==> src/rtl/adc_pkg.sv <==
`default_nettype none
// ============================================================================
// Module      : adc_pkg
// Description : Shared widths, SPI sampler FSM state type and the
//               offset-binary to two's-complement helper.
// Revision    : 1.0 - initial release
// ============================================================================
package adc_pkg;

  localparam int SAMPLE_W = 12;  // ADC data bits
  localparam int FRAME_W  = 16;  // SPI bits per conversion frame
  localparam int LEAD_W   = 4;   // leading zeros ahead of the data

  typedef enum logic [2:0] {
    IDLE  = 3'd0,
    SETUP = 3'd1,
    SHIFT = 3'd2,
    HOLD  = 3'd3,
    DONE  = 3'd4
  } adc_state_t;

  // Mid-scale code 0x800 maps to zero; only the MSB needs inverting.
  function automatic logic signed [SAMPLE_W-1:0] ob2tc(input logic [SAMPLE_W-1:0] code);
    return {~code[SAMPLE_W-1], code[SAMPLE_W-2:0]};
  endfunction

endpackage : adc_pkg
`default_nettype wire

==> src/rtl/adc_spi_sampler_if.sv <==
`default_nettype none
// ============================================================================
// Module      : adc_spi_sampler_if
// Description : ADC serial pins, sample output and status of the sampler.
//               slave = the sampler itself, master = its environment.
// Revision    : 1.0 - initial release
// ============================================================================
interface adc_spi_sampler_if;
  import adc_pkg::*;

  logic                       en;
  logic                       adc_sdo;
  logic                       adc_cs_n;
  logic                       adc_sclk;
  logic signed [SAMPLE_W-1:0] dout;
  logic                       pls20k;
  logic                       busy;
  logic                       frm_err;

  modport slave (
    input  en, adc_sdo,
    output adc_cs_n, adc_sclk, dout, pls20k, busy, frm_err
  );

  modport master (
    output en, adc_sdo,
    input  adc_cs_n, adc_sclk, dout, pls20k, busy, frm_err
  );

endinterface : adc_spi_sampler_if
`default_nettype wire

==> src/rtl/adc_tick_gen.sv <==
`default_nettype none
// ============================================================================
// Module      : adc_tick_gen
// Description : Free-running 0..PERIOD-1 counter with a one-cycle tick on
//               the last count. Usable for any rate strobe.
// Revision    : 1.0 - initial release
// ============================================================================
module adc_tick_gen #(
  parameter int PERIOD = 2500
) (
  input  wire logic clk,
  input  wire logic rst,
  output logic      tick
);

  localparam int                 c_CNT_W = (PERIOD > 1) ? $clog2(PERIOD) : 1;
  localparam logic [c_CNT_W-1:0] c_LAST  = c_CNT_W'(PERIOD - 1);

  logic [c_CNT_W-1:0] r_cnt;

  // Period counter, wraps on the last count irrespective of any enable.
  always_ff @(posedge clk or negedge rst) begin
    if (!rst)                r_cnt <= '0;
    else if (r_cnt == c_LAST) r_cnt <= '0;
    else                     r_cnt <= r_cnt + 1'b1;
  end

  assign tick = (r_cnt == c_LAST);

endmodule : adc_tick_gen
`default_nettype wire

==> src/rtl/adc_spi_sampler.sv <==
`default_nettype none
// ============================================================================
// Module      : adc_spi_sampler
// Description : Generates the sample tick, reads a 16-bit AD7476-style frame
//               over SPI (CPOL=1, sampled on SCLK rising) and presents a
//               signed 12-bit sample with a PLS_W-cycle strobe.
//               Optional macro ADC_FRAME_CHECK_EN: frames with non-zero
//               leading bits keep the previous sample and set sticky frm_err.
// Revision    : 1.0 - initial release
// ============================================================================
module adc_spi_sampler
  import adc_pkg::*;
#(
  parameter int CLK_HZ   = 50000000,
  parameter int FS_HZ    = 20000,
  parameter int SCLK_DIV = 4,
  parameter int PLS_W    = 4
) (
  input  wire logic         clk,
  input  wire logic         rst,
  adc_spi_sampler_if.slave  bus
);

  localparam int c_PERIOD  = CLK_HZ / FS_HZ;
  localparam int c_LATENCY = 4 + 2 * FRAME_W * SCLK_DIV;
  localparam int c_DIV_W   = $clog2(SCLK_DIV + 1);
  localparam int c_HALF_W  = $clog2(2 * FRAME_W);

  localparam logic [c_DIV_W-1:0]  c_DIV_LAST  = c_DIV_W'(SCLK_DIV - 1);
  localparam logic [c_HALF_W-1:0] c_HALF_LAST = c_HALF_W'(2 * FRAME_W - 1);
  localparam logic [3:0]          c_PLS_LAST  = 4'(PLS_W - 1);

  // A tick may never land while a frame or its strobe is still running.
  if (c_PERIOD <= c_LATENCY + PLS_W) begin : g_period_chk
    $error("adc_spi_sampler: sample period too short for one frame plus strobe");
  end
  if (PLS_W < 1 || PLS_W > 15) begin : g_pls_chk
    $error("adc_spi_sampler: PLS_W must lie in 1..15");
  end

  adc_state_t                 r_state;
  adc_state_t                 w_state_nxt;
  logic                       w_tick;
  logic                       r_setup;
  logic [c_DIV_W-1:0]         r_div;
  logic [c_HALF_W-1:0]        r_half;
  logic                       w_div_last;
  logic                       w_last_half;
  logic [FRAME_W-1:0]         r_raw;
  logic                       r_cs_n;
  logic                       r_sclk;
  logic                       r_busy;
  logic                       r_pls;
  logic [3:0]                 r_pls_cnt;
  logic signed [SAMPLE_W-1:0] r_dout;
  logic                       w_cs_n_nxt;
  logic                       w_busy_nxt;
  logic                       w_load;
  logic                       w_lead_ok;

  adc_tick_gen #(
    .PERIOD (c_PERIOD)
  ) u_tick (
    .clk  (clk),
    .rst  (rst),
    .tick (w_tick)
  );

  assign w_div_last  = (r_div == c_DIV_LAST);
  assign w_last_half = (r_half == c_HALF_LAST);

  // FSM state register.
  always_ff @(posedge clk or negedge rst) begin
    if (!rst) r_state <= IDLE;
    else      r_state <= w_state_nxt;
  end

  // FSM next-state: en is only looked at on the period tick.
  always_comb begin
    w_state_nxt = r_state;
    unique case (r_state)
      IDLE:    if (w_tick && bus.en)           w_state_nxt = SETUP;
      SETUP:   if (r_setup)                    w_state_nxt = SHIFT;
      SHIFT:   if (w_div_last && w_last_half)  w_state_nxt = HOLD;
      HOLD:                                    w_state_nxt = DONE;
      DONE:                                    w_state_nxt = IDLE;
      default:                                 w_state_nxt = IDLE;
    endcase
  end

  // FSM outputs, decoded from the next state so the pins come straight from flops.
  always_comb begin
    w_cs_n_nxt = !((w_state_nxt == SETUP) || (w_state_nxt == SHIFT));
    w_busy_nxt = (w_state_nxt == SETUP) || (w_state_nxt == SHIFT) || (w_state_nxt == HOLD);
    w_load     = (w_state_nxt == DONE);
  end

  // Chip select and busy flops.
  always_ff @(posedge clk or negedge rst) begin
    if (!rst) begin
      r_cs_n <= 1'b1;
      r_busy <= 1'b0;
    end else begin
      r_cs_n <= w_cs_n_nxt;
      r_busy <= w_busy_nxt;
    end
  end

  // Setup delay flag and SCLK half-period / half-count timers.
  always_ff @(posedge clk or negedge rst) begin
    if (!rst) begin
      r_setup <= 1'b0;
      r_div   <= '0;
      r_half  <= '0;
    end else begin
      r_setup <= (r_state == SETUP);
      if (r_state != SHIFT) begin
        r_div  <= '0;
        r_half <= '0;
      end else if (w_div_last) begin
        r_div  <= '0;
        r_half <= r_half + 1'b1;
      end else begin
        r_div  <= r_div + 1'b1;
      end
    end
  end

  // SCLK idles high, starts each frame with a low half and toggles every SCLK_DIV cycles.
  always_ff @(posedge clk or negedge rst) begin
    if (!rst)                      r_sclk <= 1'b1;
    else if (w_state_nxt != SHIFT) r_sclk <= 1'b1;
    else if (r_state != SHIFT)     r_sclk <= 1'b0;
    else if (w_div_last)           r_sclk <= ~r_sclk;
  end

  // Capture SDO MSB first on the cycle SCLK rises.
  always_ff @(posedge clk or negedge rst) begin
    if (!rst)
      r_raw <= '0;
    else if ((r_state == SHIFT) && w_div_last && !r_sclk)
      r_raw <= {r_raw[FRAME_W-2:0], bus.adc_sdo};
  end

`ifdef ADC_FRAME_CHECK_EN
  logic r_frm_err;

  assign w_lead_ok = (r_raw[FRAME_W-1 -: LEAD_W] == '0);

  // Sticky frame error, cleared only by reset.
  always_ff @(posedge clk or negedge rst) begin
    if (!rst)                    r_frm_err <= 1'b0;
    else if (w_load && !w_lead_ok) r_frm_err <= 1'b1;
  end

  assign bus.frm_err = r_frm_err;
`else
  logic w_unused_lead;

  assign w_lead_ok     = 1'b1;
  assign w_unused_lead = |r_raw[FRAME_W-1 -: LEAD_W];
  assign bus.frm_err   = 1'b0;
`endif

  // Sample register and strobe: both change on entry to DONE, strobe width counter saturates.
  always_ff @(posedge clk or negedge rst) begin
    if (!rst) begin
      r_dout    <= '0;
      r_pls     <= 1'b0;
      r_pls_cnt <= '0;
    end else if (w_load) begin
      r_pls     <= 1'b1;
      r_pls_cnt <= c_PLS_LAST;
      if (w_lead_ok) r_dout <= ob2tc(r_raw[SAMPLE_W-1:0]);
    end else if (r_pls) begin
      if (r_pls_cnt == '0) r_pls     <= 1'b0;
      else                 r_pls_cnt <= r_pls_cnt - 1'b1;
    end
  end

  assign bus.adc_cs_n = r_cs_n;
  assign bus.adc_sclk = r_sclk;
  assign bus.busy     = r_busy;
  assign bus.dout     = r_dout;
  assign bus.pls20k   = r_pls;

endmodule : adc_spi_sampler
`default_nettype wire

==> src/flat_wrapper.sv <==
// flat-port wrapper written by rule: the top's interface ports become plain ports
module adc_spi_sampler_flat import adc_pkg::*;
#(
  parameter int CLK_HZ   = 50000000,
  parameter int FS_HZ    = 20000,
  parameter int SCLK_DIV = 4,
  parameter int PLS_W    = 4
)
  (clk, rst, bus_en, bus_adc_sdo, bus_adc_cs_n, bus_adc_sclk, bus_dout, bus_pls20k, bus_busy, bus_frm_err);
  adc_spi_sampler_if bus_i ();
  input  wire logic clk;
  input  wire logic rst;
  input wire logic [$bits(bus_i.en)-1:0] bus_en;
  input wire logic [$bits(bus_i.adc_sdo)-1:0] bus_adc_sdo;
  output wire logic [$bits(bus_i.adc_cs_n)-1:0] bus_adc_cs_n;
  output wire logic [$bits(bus_i.adc_sclk)-1:0] bus_adc_sclk;
  output wire logic [$bits(bus_i.dout)-1:0] bus_dout;
  output wire logic [$bits(bus_i.pls20k)-1:0] bus_pls20k;
  output wire logic [$bits(bus_i.busy)-1:0] bus_busy;
  output wire logic [$bits(bus_i.frm_err)-1:0] bus_frm_err;
  assign bus_i.en = bus_en;
  assign bus_i.adc_sdo = bus_adc_sdo;
  assign bus_adc_cs_n = bus_i.adc_cs_n;
  assign bus_adc_sclk = bus_i.adc_sclk;
  assign bus_dout = bus_i.dout;
  assign bus_pls20k = bus_i.pls20k;
  assign bus_busy = bus_i.busy;
  assign bus_frm_err = bus_i.frm_err;
  adc_spi_sampler #(.CLK_HZ(CLK_HZ), .FS_HZ(FS_HZ), .SCLK_DIV(SCLK_DIV), .PLS_W(PLS_W)) u_core (.clk(clk), .rst(rst), .bus(bus_i));
endmodule
==> config.mk <==
export PLATFORM = sky130hd
export DESIGN_NAME = adc_spi_sampler_flat
export DESIGN_NICKNAME = d
export VERILOG_FILES = /design/src/rtl/adc_pkg.sv /design/src/rtl/adc_spi_sampler_if.sv /design/src/rtl/adc_tick_gen.sv /design/src/rtl/adc_spi_sampler.sv /design/src/flat_wrapper.sv
export SDC_FILE = /design/constraint.sdc
export NUM_CORES = 1
export LEC_CHECK = 0
export CAP_MARGIN = 20
export CORE_MARGIN = 2
export CORE_UTILIZATION = 51
export CTS_CLUSTER_SIZE = 10
export DETAILED_ROUTE_END_ITERATION = 6
export PLACE_DENSITY = 0.74
export SYNTH_ARGS = -nofsm -noshare
export SYNTH_HDL_FRONTEND = slang
export SYNTH_SLANG_ARGS = --single-unit
export TNS_END_PERCENT = 10
==> constraint.sdc <==
create_clock -name clk -period 2.01 [get_ports clk]
set_input_delay 0.3015 -clock clk [delete_from_list [all_inputs] [get_ports clk]]
set_output_delay 0.3015 -clock clk [all_outputs]
set_load 0.005 [all_outputs]
==> impl_summary.txt <==
----------------------------------------------------
[Run status]
  Result of the run ... complete, no violations

[Power and ir drop]
  Maximum vdd ir drop ... between 0.4 and 0.5 mV
  Total power density per cell area ... ~640 nW/um2
  Overall power consumption ... 1.79 mW
  Leak ... 1.36 nW

[Die]
  Die height ... approximately 73 um
  Die outline area ... approximately 5300 um2
  Number of cell rows ... 25
  Number of top-level pins ... 21
  Die outline width ... ~73 um
  Initial core utilization ... 0.520
  Floorplan core area ... around 4700 um2

[Setup path]
  Logic depth of the worst register-to-register path ... 3
  Worst path max stage delay ... 0.50 ns
  Total buffers and inverters traversed by the critical path ... 0
  CP max stage cell ... or3_4
  Library cell appearing most often on the critical path ... or3_4
  Startpoint type of the worst setup path ... register
  Largest delay contributor family on the critical path ... simple AND/OR/NAND/NOR gates
  Worst setup path class ... register to register
  CP max FO ... 12
  Startpoint of the worst-slack reg-to-reg timing path ... u_core.r_state[2]$_DFF_PN0_
  Required arrival time at the worst endpoint ... between 2 and 2.5 ns
  CP cell instances ... or3_4 > or3_4 > mux2_4
  Critical path data arrival time ... ~2.0 ns
  Critical register-to-register path endpoint ... u_core.r_raw[6]$_DFFE_PN0P_
  Type of element capturing the critical path ... register
  Worst reg2reg setup slack ... approximately 0.18 ns

[Yosys]
  Synth top cells by count ... dfrtp_1 (54), nand2_1 (46), mux2_4 (10), nor2_1 (10), xnor2_1 (9)
  Number of nets produced by synthesis ... between 200 and 250
  Count of state elements after synthesis ... 56
  Cell with the most instances after synthesis ... dfrtp_1
  Commonest register cell after synthesis ... dfrtp_1
  Largest area contributor in the netlist ... dfrtp_1
  Number of flops mapped to enable cells by yosys ... 0
  Cells after Synth ... ~210
  Portion of the post-synthesis area used by sequential elements ... 0.579
  Top cell type's share of synthesized area ... 0.558
  Async S/R FF share, synth ... 1.00
  Synth Area per Inst ... 11.4 um2
  Top cells by area in the synthesized netlist ... dfrtp_1 (56%), nand2_1 (7.1%), mux2_4 (6.2%), xnor2_1 (3.3%), ha_1 (3.1%)
  Area of the mapped netlist ... 2420 um2
  Synth Warn # ... 0
  Post-synthesis cell type count ... 39

[STA]
  Fmax achieved ... 0.548 GHz
  Worst-case setup margin in the final layout ... between 0.15 and 0.2 ns
  Final number of setup-violating endpoints ... 0
  Final worst path period share ... 0.908
  Final worst clock skew ... ~0.0071 ns
  Max-slew violation total from the final report ... 0
  Measured slew at the worst slew-check pin ... 0.509 ns
  Final Hold Violating Endpoints ... 0
  Setup TNS after final layout ... 0 ns
  Minimum period implied by the final worst setup slack ... roughly 1.8 ns
  Setup repair after global routing missed its margin ... false
  Headroom to the max-slew limit ... 0.658

[Placed design]
  Pre-CTS WS ... between 0.15 and 0.2 ns
  Number of buffers inserted by port buffering ... 19
  Global placer's final weighted congestion ... 0.782
  Final HPWL DP ... ~2.8 mm
  Instance area after placement ... around 2700 um2

[Worst hold path]
  Worst hold start ... u_core.r_div[0]$_DFF_PN0_
  Number of stages on the worst hold path ... 1
  Min-delay worst type ... register to register
  End of the worst hold path ... u_core.r_div[0]$_DFF_PN0_

[Final layout]
  Synthesis-to-finish area growth ... 14.4%
  Proportion of layout cells with a drive suffix above 1 ... 0.131
  Filler Cell Count ... 379
  Area occupied by registers ... between 1000 and 1500 um2
  Diodes inserted ... 0
  Net count reported at finish ... around 250
  Multi-input gate area ... roughly 940 um2
  Post-route cell area ... about 2800 um2

[Clocking]
  Number of clock sinks ... 56
  H-tree depth ... 2
  CTS-repair resized insts ... 0
  Clock slew at reported path FFs ... ~0.1 ns
  Number of buffers inserted to repair setup after CTS ... 0
  CTS hold repair buffers ... 1
  Clk_lat worst skew ... around 0.31 ns
  Maximum clock path buffer count ... 2
  Clock buffer count from CTS ... 5
  Clock Root Buffer ... clkbuf_8
  TritonCTS clock tree ... built

[Job]
  Number of max-cap violations ... 0

[Detailed routing]
  DR iter-0 viols ... 122
  Routed length per instance ... ~14 um
  Number of vias after detailed routing ... between 1,500 and 2,000
  Total length of routed wires ... roughly 4.0 mm
  Antenna-violating nets left ... 0
  Number of remaining DRC errors ... 0
  First-pass DRT Iterations ... 4
  Via-to-Cell Ratio ... 5.26

[Global routing]
  Grt total ovfl ... 0
  Combined global-route utilization of all metal layers ... 0.168
  First-pass GRT wire length ... slightly below 7 mm
  Vias in the first global route ... between 1,000 and 1,500
  Number of antenna violations at the first check in global routing ... 0
  Pin count of the biggest net entering global routing ... 37

----------------------------------------------------
==> cells by family after synthesis <==
| group | share of synthesized area |
|---|---|
| AO/OA/AOI/OAI | 0.0480 |
| XOR/XNOR | 0.0542 |
| adder cells (fa/ha/maj) | 0.0310 |
| buffers and inverters | 0.0341 |
| flip-flops | 0.579 |
| multiplexers | 0.0754 |
| other | 0.00155 |
| AND/OR/NAND/NOR | 0.177 |
==> per-stage QoR <==
stage / hold slack [ns] / util / cells
detailed placement: 0.289 / 0.574 / 281
floorplan: 0.00591 / - / 212
global placement: 0.294 / 0.574 / 281
CTS: 0.459 / 0.595 / 290
global route: 0.487 / 0.595 / 290
finish: 0.462 / 0.595 / 290
==> state kept, by name, summed over array words and instances, names as in the netlist <==
register,flops
u_core.u_tick.r_cnt,12
u_core.r_pls_cnt,4
u_core.r_div,3
u_core.r_setup,1
u_core.r_state,3
u_core.r_raw,12
u_core.bus.dout,12
u_core.bus.adc_sclk,1
u_core.bus.pls20k,1
u_core.bus.busy,1
u_core.r_half,5
u_core.bus.adc_cs_n,1
==> per-layer routing <==
| metal | global-route usage | wire (um) |
|---|---|---|
| met1 | 0.236 | 1990 |
| met4 | 0.0658 | 68 |
| met3 | 0.0414 | 106 |
| met5 | 0 | 0 |
| met2 | 0.254 | 1840 |
==> worst reg2reg max path, stage by stage, from the launching register on <==
cell,delay [ns]
dfrtp_1,0.44
or3_4,0.45
or3_4,0.50
mux2_4,0.33
==> worst max-delay path by stage <==
| stage | start | to | slack, ns | cells past startpoint |
|---|---|---|---|---|
| 2_1_floorplan | u_core.r_state[1]$_DFF_PN0_ | u_core.r_raw[10]$_DFFE_PN0P_ | 0.09 | 7 |
| 3_3_place_gp | u_core.u_tick.r_cnt[0]$_DFF_PN0_ | u_core.u_tick.r_cnt[7]$_DFF_PN0_ | 0.21 | 5 |
| 3_5_place_dp | u_core.r_state[2]$_DFF_PN0_ | u_core.r_raw[10]$_DFFE_PN0P_ | 0.19 | 3 |
| 4_1_cts | u_core.u_tick.r_cnt[0]$_DFF_PN0_ | u_core.u_tick.r_cnt[7]$_DFF_PN0_ | 0.18 | 5 |
| 5_1_grt | u_core.u_tick.r_cnt[0]$_DFF_PN0_ | u_core.u_tick.r_cnt[7]$_DFF_PN0_ | 0.04 | 5 |
| 6_report | u_core.r_state[2]$_DFF_PN0_ | u_core.r_raw[6]$_DFFE_PN0P_ | 0.18 | 3 |
==> cell usage in the layout (no fill, tap or decap), types with 2 or more instances in the layout <==
cell type and count:
nor2b_1 3, nand3_1 3, or3_4 2, o21ai_0 3, ha_1 6, inv_1 5, nor3b_1 4, nor2_1 10
nand2b_1 3, and3_1 6, nor4b_1 2, a21oi_1 4, nand4_1 5, buf_4 5, o311ai_0 2, nand2_1 46
clkdlybuf4s50_1 18, mux2_2 2, nor3_1 2, clkbuf_8 5, mux2_4 10, dfrtp_1 54, xnor2_1 9, xor2_1 6
dfstp_2 2
==> power breakdown <==
part	leakage, nW	internal, mW	switching [mW]
Clock	0.0414	0.249	0.356
Sequential	0.711	1.13	0.00613
Combinational	0.611	0.0183	0.0244
Total	1.36	1.40	0.386
==> final cells by class <==
cell class | instances | share of cell area
inverter | 6 | 0.00812
timing repair buffer | 26 | 0.0912
tap | 54 | 0.0244
sequential | 56 | 0.506
multi-input combinational | 140 | 0.338
clock buffer | 6 | 0.0262
clock inverter | 2 | 0.00587
No activity file was read; power rests on OpenSTA's default activity.
